## src/rtl/spi_pkg.sv

```systemverilog
// rtl/spi_pkg.sv - shared types and default sizing for the SPI master engine
package spi_pkg;

  localparam int SPI_CLK_DIV_DEF = 2;
  localparam int SPI_DATA_W_DEF  = 8;

  typedef enum logic [2:0] {
    ST_IDLE,
    ST_LEAD,
    ST_XFER,
    ST_TRAIL,
    ST_DONE
  } spi_state_e;

  typedef struct packed {
    logic cpol;
    logic cpha;
  } spi_mode_t;

endpackage

```

## src/rtl/spi_clk_gen.sv

```systemverilog
// rtl/spi_clk_gen.sv - SCLK half-period divider with leading/trailing edge strobes
module spi_clk_gen #(
  parameter int CLK_DIV = 2
) (
  input  logic clk,
  input  logic reset,
  input  logic en,
  input  logic idle_level,
  output logic lead_edge,
  output logic trail_edge,
  output logic sclk
);

  localparam int CW = (CLK_DIV > 1) ? $clog2(CLK_DIV) : 1;

  logic [CW-1:0] cnt_q, cnt_d;
  logic          sclk_q, sclk_d;
  logic          strobe;

  // The first enabled cycle toggles SCLK, so each half period starts with an edge.
  always_comb begin
    strobe     = en && (cnt_q == '0);
    cnt_d      = '0;
    if (en) begin
      cnt_d = (cnt_q == CW'(CLK_DIV - 1)) ? '0 : cnt_q + 1'b1;
    end
    sclk_d     = en ? (sclk_q ^ strobe) : idle_level;
    lead_edge  = strobe && (sclk_q == idle_level);
    trail_edge = strobe && (sclk_q != idle_level);
  end

  always_ff @(posedge clk) begin
    if (!reset) begin
      cnt_q  <= '0;
      sclk_q <= 1'b0;
    end else begin
      cnt_q  <= cnt_d;
      sclk_q <= sclk_d;
    end
  end

  assign sclk = sclk_q;

endmodule

```

## src/rtl/spi_master_engine.sv

```systemverilog
// rtl/spi_master_engine.sv - single-frame SPI master, all four modes, LSB first
module spi_master_engine
  import spi_pkg::*;
#(
  parameter int CLK_DIV = SPI_CLK_DIV_DEF,
  parameter int DATA_W  = SPI_DATA_W_DEF
) (
  input  logic              clk,
  input  logic              reset,
  input  logic              masterCPOL,
  input  logic              masterCPHA,
  input  logic              start,
  input  logic [DATA_W-1:0] In_Data,
  input  logic              masterMISO,
  output logic              masterSCLK,
  output logic              masterMOSI,
  output logic              masterCS_,
  output logic [DATA_W-1:0] read_data,
  output logic              busy,
  output logic              done
);

  localparam int XFER_LEN = 2 * DATA_W * CLK_DIV;
  localparam int CNT_W    = $clog2(XFER_LEN + 1);

  spi_state_e        state_q, state_d;
  logic [CNT_W-1:0]  cnt_q, cnt_d;
  spi_mode_t         mode_q, mode_d;
  logic [DATA_W-1:0] tx_q, tx_d;
  logic [DATA_W-1:0] rx_q, rx_d;
  logic [DATA_W-1:0] rd_q, rd_d;
  logic              cs_q, cs_d;
  logic              mosi_q, mosi_d;
  logic              busy_q, busy_d;
  logic              done_q, done_d;
  logic              accept, last_half;
  logic              lead_edge, trail_edge, sclk;
  logic              gen_en, gen_idle;

  assign gen_en   = (state_q == ST_XFER);
  assign gen_idle = (state_q == ST_IDLE) ? masterCPOL : mode_q.cpol;

  spi_clk_gen #(.CLK_DIV(CLK_DIV)) u_clk_gen (
    .clk       (clk),
    .reset     (reset),
    .en        (gen_en),
    .idle_level(gen_idle),
    .lead_edge (lead_edge),
    .trail_edge(trail_edge),
    .sclk      (sclk)
  );

  // done_q marks the visible DONE cycle, so a held start cannot chain transfers without an IDLE gap.
  always_comb begin
    state_d   = state_q;
    cnt_d     = cnt_q + 1'b1;
    mode_d    = mode_q;
    tx_d      = tx_q;
    rx_d      = rx_q;
    rd_d      = rd_q;
    mosi_d    = mosi_q;
    accept    = (state_q == ST_IDLE) && start && !done_q;
    last_half = (cnt_q == CNT_W'(CLK_DIV - 1));

    case (state_q)
      ST_IDLE: begin
        cnt_d  = '0;
        mosi_d = 1'b0;
        if (accept) begin
          state_d     = ST_LEAD;
          mode_d.cpol = masterCPOL;
          mode_d.cpha = masterCPHA;
          tx_d        = In_Data;
          rx_d        = '0;
        end
      end
      ST_LEAD: begin
        if (!mode_q.cpha) mosi_d = tx_q[0];
        if (last_half) begin
          state_d = ST_XFER;
          cnt_d   = '0;
        end
      end
      ST_XFER: begin
        if (lead_edge) begin
          if (mode_q.cpha) begin
            mosi_d = tx_q[0];
            tx_d   = tx_q >> 1;
          end else begin
            rx_d = {masterMISO, rx_q[DATA_W-1:1]};
          end
        end
        if (trail_edge) begin
          if (mode_q.cpha) begin
            rx_d = {masterMISO, rx_q[DATA_W-1:1]};
          end else begin
            tx_d   = tx_q >> 1;
            mosi_d = tx_d[0];
          end
        end
        if (cnt_q == CNT_W'(XFER_LEN - 1)) begin
          state_d = ST_TRAIL;
          cnt_d   = '0;
        end
      end
      ST_TRAIL: begin
        if (last_half) begin
          state_d = ST_DONE;
          cnt_d   = '0;
        end
      end
      ST_DONE: begin
        state_d = ST_IDLE;
        cnt_d   = '0;
        mosi_d  = 1'b0;
        rd_d    = rx_q;
      end
      default: begin
        state_d = ST_IDLE;
        cnt_d   = '0;
      end
    endcase

    cs_d   = (state_q == ST_IDLE) || (state_q == ST_DONE);
    busy_d = (state_q != ST_IDLE);
    done_d = (state_q == ST_DONE);
  end

  always_ff @(posedge clk) begin
    if (!reset) begin
      state_q <= ST_IDLE;
      cnt_q   <= '0;
      mode_q  <= '0;
      tx_q    <= '0;
      rx_q    <= '0;
      rd_q    <= '0;
      cs_q    <= 1'b1;
      mosi_q  <= 1'b0;
      busy_q  <= 1'b0;
      done_q  <= 1'b0;
    end else begin
      state_q <= state_d;
      cnt_q   <= cnt_d;
      mode_q  <= mode_d;
      tx_q    <= tx_d;
      rx_q    <= rx_d;
      rd_q    <= rd_d;
      cs_q    <= cs_d;
      mosi_q  <= mosi_d;
      busy_q  <= busy_d;
      done_q  <= done_d;
    end
  end

  assign masterSCLK = sclk;
  assign masterMOSI = mosi_q;
  assign masterCS_  = cs_q;
  assign read_data  = rd_q;
  assign busy       = busy_q;
  assign done       = done_q;

endmodule

```

## config.mk

```make
export PLATFORM = sky130hd
export DESIGN_NAME = spi_master_engine
export DESIGN_NICKNAME = d
export VERILOG_FILES = /design/src/rtl/spi_pkg.sv /design/src/rtl/spi_clk_gen.sv /design/src/rtl/spi_master_engine.sv
export SDC_FILE = /design/constraint.sdc
export NUM_CORES = 1
export LEC_CHECK = 0
export CORE_ASPECT_RATIO = 1.5
export CORE_MARGIN = 5
export CORE_UTILIZATION = 42
export CTS_BUF_LIST = sky130_fd_sc_hd__clkbuf_8
export DETAILED_ROUTE_END_ITERATION = 6
export SLEW_MARGIN = 20
export SYNTH_ARGS = -nofsm -noshare
export SYNTH_HDL_FRONTEND = slang
export SYNTH_HIERARCHICAL = 1
export SYNTH_SLANG_ARGS = --single-unit
```

## constraint.sdc

```tcl
create_clock -name clk -period 3.5 [get_ports clk]
set_input_delay 0.525 -clock clk [delete_from_list [all_inputs] [get_ports clk]]
set_output_delay 0.525 -clock clk [all_outputs]
set_load 0.03 [all_outputs]
```

==> flow_summary.ini, run 1 <==
[setup_path]
cp.arrival_ps = 3040
cpMaxStageDelayCell = nor3_1
critPathKind = register to register
r2r_cells = 8
r2r-end = tx_q[6]$_SDFFE_PN0P_
critPathTopFamily = simple AND/OR/NAND/NOR gates
cp-start-kind = register
required_ps = 3720
crit_chain = nor3_1 -> mux2_2 -> xor2_1 -> and2b_2 -> mux2i_2 -> nand2_1 -> a21boi_1 -> o2bb2ai_1
slowest_delay_ps = 520
critPathMaxFanout = 11
worstReg2RegStart = state_q[2]$_SDFFE_PN0P_
cp.buffers_inverters = 0
regToRegSetupSlack_ps = 680
cp-end-kind = register

[sta]
fin_crit_ps = 2820
setup_tns_ps = 0
rsz0062_at_grt = no
final_max_slew_viol_count = 0
hold_viol_final = 0
fmax_ghz = 0.355
setup_slack_ps = 681
fin_skew_ps = 7.20
relSlewSlack_pct = 62.2
setup_viol = 0
worst_slew_pin_slew_ps = 563
timing.final.crit_share_pct = 80.6

[floorplanning]
die-area_um2 = 5660
die_y_um = 89.7
core.rowCount = 29
core_um2 = 4170
die_x_um = 63.1
initial_core_util_pct = 42.6
io_pins = 27

[global_route]
grt_max_degree = 16
antenna_found_initial = 0
grt-ovfl-total = 0
grt_pass1_vias = 1466
grt_pass1_wl_mm = 6.69
grtUsageTotal_pct = 15.1

[clock_network]
holdBufCountCts = 0
cts_buffers = 5
ctsResizeCount = 0
cts_setup_buffers = 0
clock-root-buffer = clkbuf_8
clock_path_buffers = 2
path_clk_slew_ps = 80
htree_levels = 2
cts_tree = built
numClockSinks = 41
clkLatencyLatePin_ps = 290

[placement]
gp_congestion = 0.730
dp_hpwl_mm = 2.97
place_ws_ps = 670
buffer_ports.inserted = 26

[outcome]
status = complete, no violations

[pwr]
pwr-share-clk_pct = 37.6
power.leakage_nw = 0.767
power_density_nw_per_um2 = 447
switching_share_pct = 23.6
internal-power_mw = 0.740
seqPwrFrac_pct = 51.4
power.net_switching_mw = 0.229
comb_power_share_pct = 11.1
ir_drop_mv = 0.459

[synth]
syn-cell-area_um2 = 1780
yosysWarnings = 6
netlist_top_cells_area = dfxtp_1 46%, nand2_1 6.3%, a21boi_0 4.2%
synthFlopType = dfxtp_1
async_flop_share_pct = 0
yosys.area.top_type = dfxtp_1
synthCells = 189
syn_avg_cell_area_um2 = 9.40
yosysSeqAreaShare_pct = 46.2
ys_seq_elements = 41
synth_edf_count = 0
syn_nets = 205
synth_top_area_share_pct = 46.2
synth_cell_type_count = 47

[drt]
viasPerCell = 5.37
routed_wl_mm = 3.90
drt_pass1_iterations = 4
drc = 0
routedWlPerCell_um = 14.9
drt-initial-drc-count = 67
drt.antenna.violating_nets = 0
vias = 1407

[cells_and_area]
area_growth_syn_to_layout_pct = 21.9
nFillCells = 407
final_util_pct = 51.9
multiInputGateArea_um2 = 870
drive_gt1_share_pct = 10.6
seqCellArea_um2 = 821
antenna_cells = 0
nets = 232

[flow_run]
cap_violations = 0

[hold_path]
min-delay-start = read_data[3]$_SDFFE_PN0P_
min_delay_path_depth = 2
hold_class = register to register
holdPathEnd = read_data[3]$_SDFFE_PN0P_
-- per-layer routing --
metal  vias up  wire, um  global-route usage, %
met5         -         0                      0
met4         0        83                   6.37
met3         7       165                   4.61
met2        22      2120                   28.7
met1       666      1520                   15.1
li1        712         -                      -
-- power by group through the flow --
stage	Clock [mW]	Combinational, mW	Sequential (mW)
global route	0.396	0.118	0.500
CTS	0.375	0.108	0.498
floorplan	0	0.0708	0.508
finish	0.364	0.107	0.498
detailed placement	0	0.108	0.508
global placement	0	0.106	0.508
-- worst max path at each step --
| stage | startpoint | end | slack (ps) | depth (start not counted) |
|---|---|---|---|---|
| finish | state_q[2]$_SDFFE_PN0P_ | tx_q[6]$_SDFFE_PN0P_ | 680 | 8 |
| global route | state_q[2]$_SDFFE_PN0P_ | tx_q[7]$_SDFFE_PN0P_ | 360 | 8 |
| CTS | state_q[2]$_SDFFE_PN0P_ | tx_q[6]$_SDFFE_PN0P_ | 640 | 8 |
| detailed placement | state_q[2]$_SDFFE_PN0P_ | tx_q[6]$_SDFFE_PN0P_ | 670 | 8 |
| global placement | masterCPOL | tx_q[3]$_SDFFE_PN0P_ | 830 | 8 |
| floorplan | state_q[1]$_SDFFE_PN0P_ | tx_q[1]$_SDFFE_PN0P_ | 980 | 9 |
-- Yosys cell counts (3+ instances only) --
cell,count
nor2b_1,3
nand3_1,4
nor3_1,5
nor2_1,15
dfxtp_1,41
o21ai_0,5
nand2_1,30
a21boi_0,10
a22oi_1,5
xor2_1,4
o2bb2ai_1,7
inv_1,6
clkbuf_1,4
xnor2_1,3
a22o_1,8
-- stage by stage --
stage                     cell area [um^2]  hold WS (ps)  cells  power [mW]
after global placement                2060           448    255       0.614
after detailed placement              2060           456    255       0.617
after global routing                  2170           492    262        1.01
after CTS                             2170           471    262       0.981
final                                 2170           466    262       0.969
after floorplan                       1780           433    189       0.579
-- logic make-up after synthesis --
kind of cell | synth area share [%]
AND/OR/NAND/NOR | 20.9
AO/OA/AOI/OAI | 21.2
flip-flops | 46.2
buffers and inverters | 4.86
XOR/XNOR | 3.45
multiplexers | 1.97
adder cells (fa/ha/maj) | 1.41
-- registers in the layout, summed over array words and instances, names as in the netlist --
signal and flops:
read_data 8, rx_q 8, tx_q 8, cnt_q 6
state_q 3, mode_q 2, busy 1, done 1
masterCS_ 1, masterMOSI 1, u_clk_gen/cnt_q 1, u_clk_gen/sclk 1
-- worst register-to-register path: stages (launching register included) --
cell       delay, ps
dfxtp_1          400
nor3_1           530
mux2_2           420
xor2_1           170
and2b_2          240
mux2i_2          280
nand2_1          120
a21boi_1         440
o2bb2ai_1        170
-- cell type report --
cell class                      instances  area share (%)
Multi-Input combinational cell        133            40.2
Sequential cell                        41            37.9
Timing Repair Buffer                   28            12.7
Clock buffer                            5            3.18
Tap cell                               46            2.66
Inverter                                7            1.79
Clock inverter                          2            1.62
-- layout by cell type, fill, tap and decap left out, drive strengths merged, types with 3 or more instances in the layout --
master / count
o21ai: 5
a22o: 8
clkdlybuf4s50: 26
clkbuf: 5
dfxtp: 41
a22oi: 5
nor3: 6
nand2: 32
nor2: 17
inv: 6
o2bb2ai: 7
nand3: 4
xnor2: 3
xor2: 4
nor2b: 3
a21boi: 12
No activity file was read; power rests on OpenSTA's default activity.
==> run 2, diff against run 1 <==
PLACE_DENSITY = 0.67   (was unset)
clock period = 2.3 ns   (was 3.5 ns; I/O delays follow)
==> run 2 against run 1 <==
Net effect: clock skew rose by 1.5 ps; largest power group unchanged; combinational power is 78% higher; sequential power rose by 52%; wire length is 12% lower; critical endpoint is now rx_q[6]$_SDFFE_PN0P_; cell count rose by 3.4%.
==> flow_summary.ini, run 2 (synthesis results as in run 1) <==
[setup_path]
critPathKind = register to register
cp-start-kind = register
crit_chain = nor3_4 -> mux2_4 -> xor2_2 -> and2b_2 -> mux2i_2 -> nand2_4 -> a21boi_4 -> a22o_1
crit_end = rx_q[6]$_SDFFE_PN0P_
cp.arrival_ps = 2390
r2r_cells = 8
critPathTopFamily = multiplexers
regToRegSetupSlack_ps = 150
cp.depth = 8
worstReg2RegStart = state_q[1]$_SDFFE_PN0P_
r2r-end = rx_q[6]$_SDFFE_PN0P_
slowest_delay_ps = 360
critPathMaxFanout = 8
cp-end-kind = register
cp.buffers_inverters = 0
cpMaxStageDelayCell = dfxtp_1
crit_start = state_q[1]$_SDFFE_PN0P_
required_ps = 2540

[sta]
fin_skew_ps = 8.71
final_max_slew_viol_count = 0
timing.final.crit_share_pct = 93.7
setup_viol = 0
relSlewSlack_pct = 68.9
rsz0062_at_grt = no
whs_ps = 461
fin_crit_ps = 2150
worst_slew_pin_slew_ps = 464
fmax_ghz = 0.464
setup_tns_ps = 0
hold_viol_final = 0

[drt]
routedWlPerCell_um = 12.6
vias = 1412
drc = 0
viasPerCell = 5.21
routed_wl_mm = 3.42
drt-initial-drc-count = 23
drt_pass1_iterations = 3
drt.antenna.violating_nets = 0

[pwr]
power_density_nw_per_um2 = 669
pwr-share-clk_pct = 38.0
power.net_switching_mw = 0.346
switching_share_pct = 22.7
seqPwrFrac_pct = 49.6
power.leakage_nw = 0.830
internal-power_mw = 1.18
comb_power_share_pct = 12.4
total_power_mw = 1.52
ir_drop_mv = 0.556

[clock_network]
clock_path_buffers = 2
clock-root-buffer = clkbuf_8
cts_buffers = 5
path_clk_slew_ps = 80
cts_tree = built
htree_levels = 2
numClockSinks = 41
clkLatencyLatePin_ps = 290

[global_route]
grt_pass1_wl_mm = 5.89
grt_max_degree = 17
antenna_found_initial = 0
grt_pass1_vias = 1327
grt-ovfl-total = 0
grtUsageTotal_pct = 13.1

[cells_and_area]
nFillCells = 407
antenna_cells = 0
final_cell_area_um2 = 2280
drive_gt1_share_pct = 16.0
seqCellArea_um2 = 821
area_growth_syn_to_layout_pct = 28.2
nets = 240
final_cell_mix = 41 x dfxtp_1, 30 x nand2_1, 26 x clkdlybuf4s50_1
final_common_cell = dfxtp_1
multiInputGateArea_um2 = 910
finalNonFillerCells = 271

[floorplanning]
io_pins = 27
core.rowCount = 29
die_y_um = 89.7
die-area_um2 = 5660
die_x_um = 63.1
initial_core_util_pct = 42.6
core_um2 = 4170

[placement]
dp.cells = 262
postPlaceCellArea_um2 = 2130
gp_congestion = 0.758
dp_hpwl_mm = 2.57
buffer_ports.inserted = 26

[outcome]
status = complete, no violations

[hold_path]
hold_class = register to register

[flow_run]
cap_violations = 0
==> run 2: metal layers <==
metal	vias to the layer above	track usage, %	share of wire, %
met1	655	14.4	43
met3	7	3.49	4.1
li1	731	-	-
met4	0	6.37	2.0
met5	-	0	0
met2	19	23.3	51
==> run 2: final cells by class <==
cell class                      instances  area share [%]
Tap cell                               46            2.53
Clock inverter                          2            1.48
Clock buffer                            6            3.62
Sequential cell                        41            36.0
Inverter                                7            1.70
Timing Repair Buffer                   36            14.7
Multi-Input combinational cell        133            39.9
==> run 2: worst min path at each step <==
stage / startpoint / end / cells after the start
2_1_floorplan: tx_q[4]$_SDFFE_PN0P_ / tx_q[4]$_SDFFE_PN0P_ / 1
3_3_place_gp: tx_q[4]$_SDFFE_PN0P_ / tx_q[4]$_SDFFE_PN0P_ / 1
3_5_place_dp: read_data[3]$_SDFFE_PN0P_ / read_data[3]$_SDFFE_PN0P_ / 2
4_1_cts: read_data[7]$_SDFFE_PN0P_ / read_data[7]$_SDFFE_PN0P_ / 2
5_1_grt: read_data[6]$_SDFFE_PN0P_ / read_data[6]$_SDFFE_PN0P_ / 2
6_report: read_data[3]$_SDFFE_PN0P_ / read_data[3]$_SDFFE_PN0P_ / 2
==> run 2: power groups by stage <==
| stage | clock (mW) | combinational [mW] | sequential (mW) |
|---|---|---|---|
| 2_1_floorplan | 0 | 0.110 | 0.773 |
| 3_3_place_gp | 0 | 0.177 | 0.770 |
| 5_1_grt | 0.626 | 0.210 | 0.758 |
| 4_1_cts | 0.598 | 0.180 | 0.753 |
| 3_5_place_dp | 0 | 0.179 | 0.770 |
| 6_report | 0.579 | 0.190 | 0.756 |
==> run 2: timing repair <==
item | 4_1_cts | 5_1_grt
buffers inserted | 0 | 1
endpoints found under the setup margin | 0 | 16
gates resized for setup | 0 | 5
hold buffers | 0 | 0
hold endpoints to repair | 0 | 0
==> run 2: metrics by stage <==
step	utilization (%)	worst slack, ps
after floorplan	-	-23.2
after global placement	51.0	30.3
after detailed placement	51.0	29.9
after CTS	53.8	51.2
after global routing	54.6	43.5
final	54.6	146
==> run 2: worst min-delay path, stage by stage (launching register included) <==
cell      delay [ps]
dfxtp_1          310
nand2_1           40
a21boi_0          60
==> run 3, diff against run 2 <==
GPL_TIMING_DRIVEN = 0   (was unset)
==> run 3 against run 2 <==
Net effect: sequential power down 0.5%; fmax down 5.8%; clock power up 2%; non-clock buffer count up 3.
==> flow_summary.ini, run 3 (synthesis results as in run 1) <==
[pwr]
switching_share_pct = 23.6
seqPwrFrac_pct = 48.5
total_power_mw = 1.55
power_density_nw_per_um2 = 656
comb_power_share_pct = 13.6
power.net_switching_mw = 0.366
power.leakage_nw = 0.849
pwr-share-clk_pct = 37.9
internal-power_mw = 1.18
ir_drop_mv = 0.468

[clock_network]
clock_path_buffers = 2
clock-root-buffer = clkbuf_8
htree_levels = 2
numClockSinks = 41
holdBufCountCts = 0
clkLatencyLatePin_ps = 290
path_clk_slew_ps = 80
cts_buffers = 5
cts_tree = built

[drt]
viasPerCell = 5.22
drc = 0
routedWlPerCell_um = 13.4
drt.antenna.violating_nets = 0
drt-initial-drc-count = 48
drt_pass1_iterations = 4
routed_wl_mm = 3.66
vias = 1431

[cells_and_area]
finalNonFillerCells = 274
antenna_cells = 0
final_util_pct = 56.6
drive_gt1_share_pct = 19.3
nFillCells = 368
final_cell_area_um2 = 2360
nets = 243
area_growth_syn_to_layout_pct = 33.0
final_cell_mix = 40 x dfxtp_1, 29 x nand2_1, 26 x clkdlybuf4s50_1
seqCellArea_um2 = 825
final_common_cell = dfxtp_1
multiInputGateArea_um2 = 966

[sta]
fmax_ghz = 0.437
hold_viol_final = 0
fin_skew_ps = 3.35
final_max_slew_viol_count = 0
setup_slack_ps = 14.0
relSlewSlack_pct = 69.2
worst_slew_pin_slew_ps = 462
fin_crit_ps = 2290
timing.final.crit_share_pct = 99.4
rsz0062_at_grt = yes
whs_ps = 464
setup_viol = 0
setup_tns_ps = 0

[floorplanning]
die-area_um2 = 5660
initial_core_util_pct = 42.6
core.rowCount = 29
die_x_um = 63.1
die_y_um = 89.7
io_pins = 27
core_um2 = 4170

[placement]
gp_congestion = 0.781
buffer_ports.inserted = 26
dp_hpwl_mm = 2.59
place_ws_ps = -395
postPlaceCellArea_um2 = 2110
dp.cells = 261

[setup_path]
critPathKind = register to register
cp-start-kind = register
cp.arrival_ps = 2510
cp-end-kind = register
r2r_cells = 9
critPathMaxFanout = 6
required_ps = 2520

[flow_run]
cap_violations = 0

[global_route]
grt_pass1_vias = 1408
use_met2_pct = 25.9
use_met1_pct = 14.9
top_usage_layer = met2
grt_max_degree = 13
grt-ovfl-total = 0
antenna_found_initial = 0
grt_pass1_wl_mm = 6.22
grtUsageTotal_pct = 13.9
use_met3_pct = 3.49

[outcome]
status = complete, no violations

[hold_path]
hold_class = register to register
min_delay_path_depth = 2
## run 3: changes by cell type in the layout (fill, tap and decap cells not counted), sizes merged
| cell | previous run | this run |
|---|---|---|
| clkbuf | 6 | 9 |
## run 3: timing repair
action | in CTS | in global routing
gates resized for setup | 12 | 11
endpoints found under the setup margin | 17 | 17
pin swaps | 4 | 8
setup buffers | 1 | 4
## run 3: final timing paths
kind                                  start                         to  slack (ps)
hold reg to reg   read_data[7]$_SDFFE_PN0P_  read_data[7]$_SDFFE_PN0P_         460
setup / recovery    state_q[1]$_SDFFE_PN0P_       tx_q[6]$_SDFFE_PN0P_          10
setup reg to reg    state_q[1]$_SDFFE_PN0P_       tx_q[6]$_SDFFE_PN0P_          10
hold / removal    read_data[7]$_SDFFE_PN0P_  read_data[7]$_SDFFE_PN0P_         460
## run 3: power groups by stage
stage | registers (mW) | logic (mW) | clock network, mW
after floorplan | 0.773 | 0.110 | 0
after global placement | 0.765 | 0.179 | 0
after detailed placement | 0.765 | 0.180 | 0
after CTS | 0.749 | 0.198 | 0.602
after global routing | 0.755 | 0.231 | 0.637
final | 0.752 | 0.211 | 0.588
## run 3: final cells by class
class                           instances  share of cell area [%]
Inverter                                7                    1.64
Clock buffer                            6                    3.50
Multi-Input combinational cell        133                    40.9
Sequential cell                        41                    34.9
Buffer                                  8                    2.60
Tap cell                               46                    2.44
Timing Repair Buffer                   31                    12.6
Clock inverter                          2                    1.43
## run 3: worst max-delay path: stages, from the launching register on
cell and delay (ps):
dfxtp_4 360, buf_8 120, nor3_4 200, mux2_4 340, xor2_2 160, and2b_2 260, mux2i_4 230, nand2_2 120
a21boi_4 270, o2bb2ai_1 150
## run 3: routing by layer
layer	wire, um	share of wire, %
met1	1540	42
met2	1900	52
met3	150	4.1
met4	68	1.9
met5	0	0
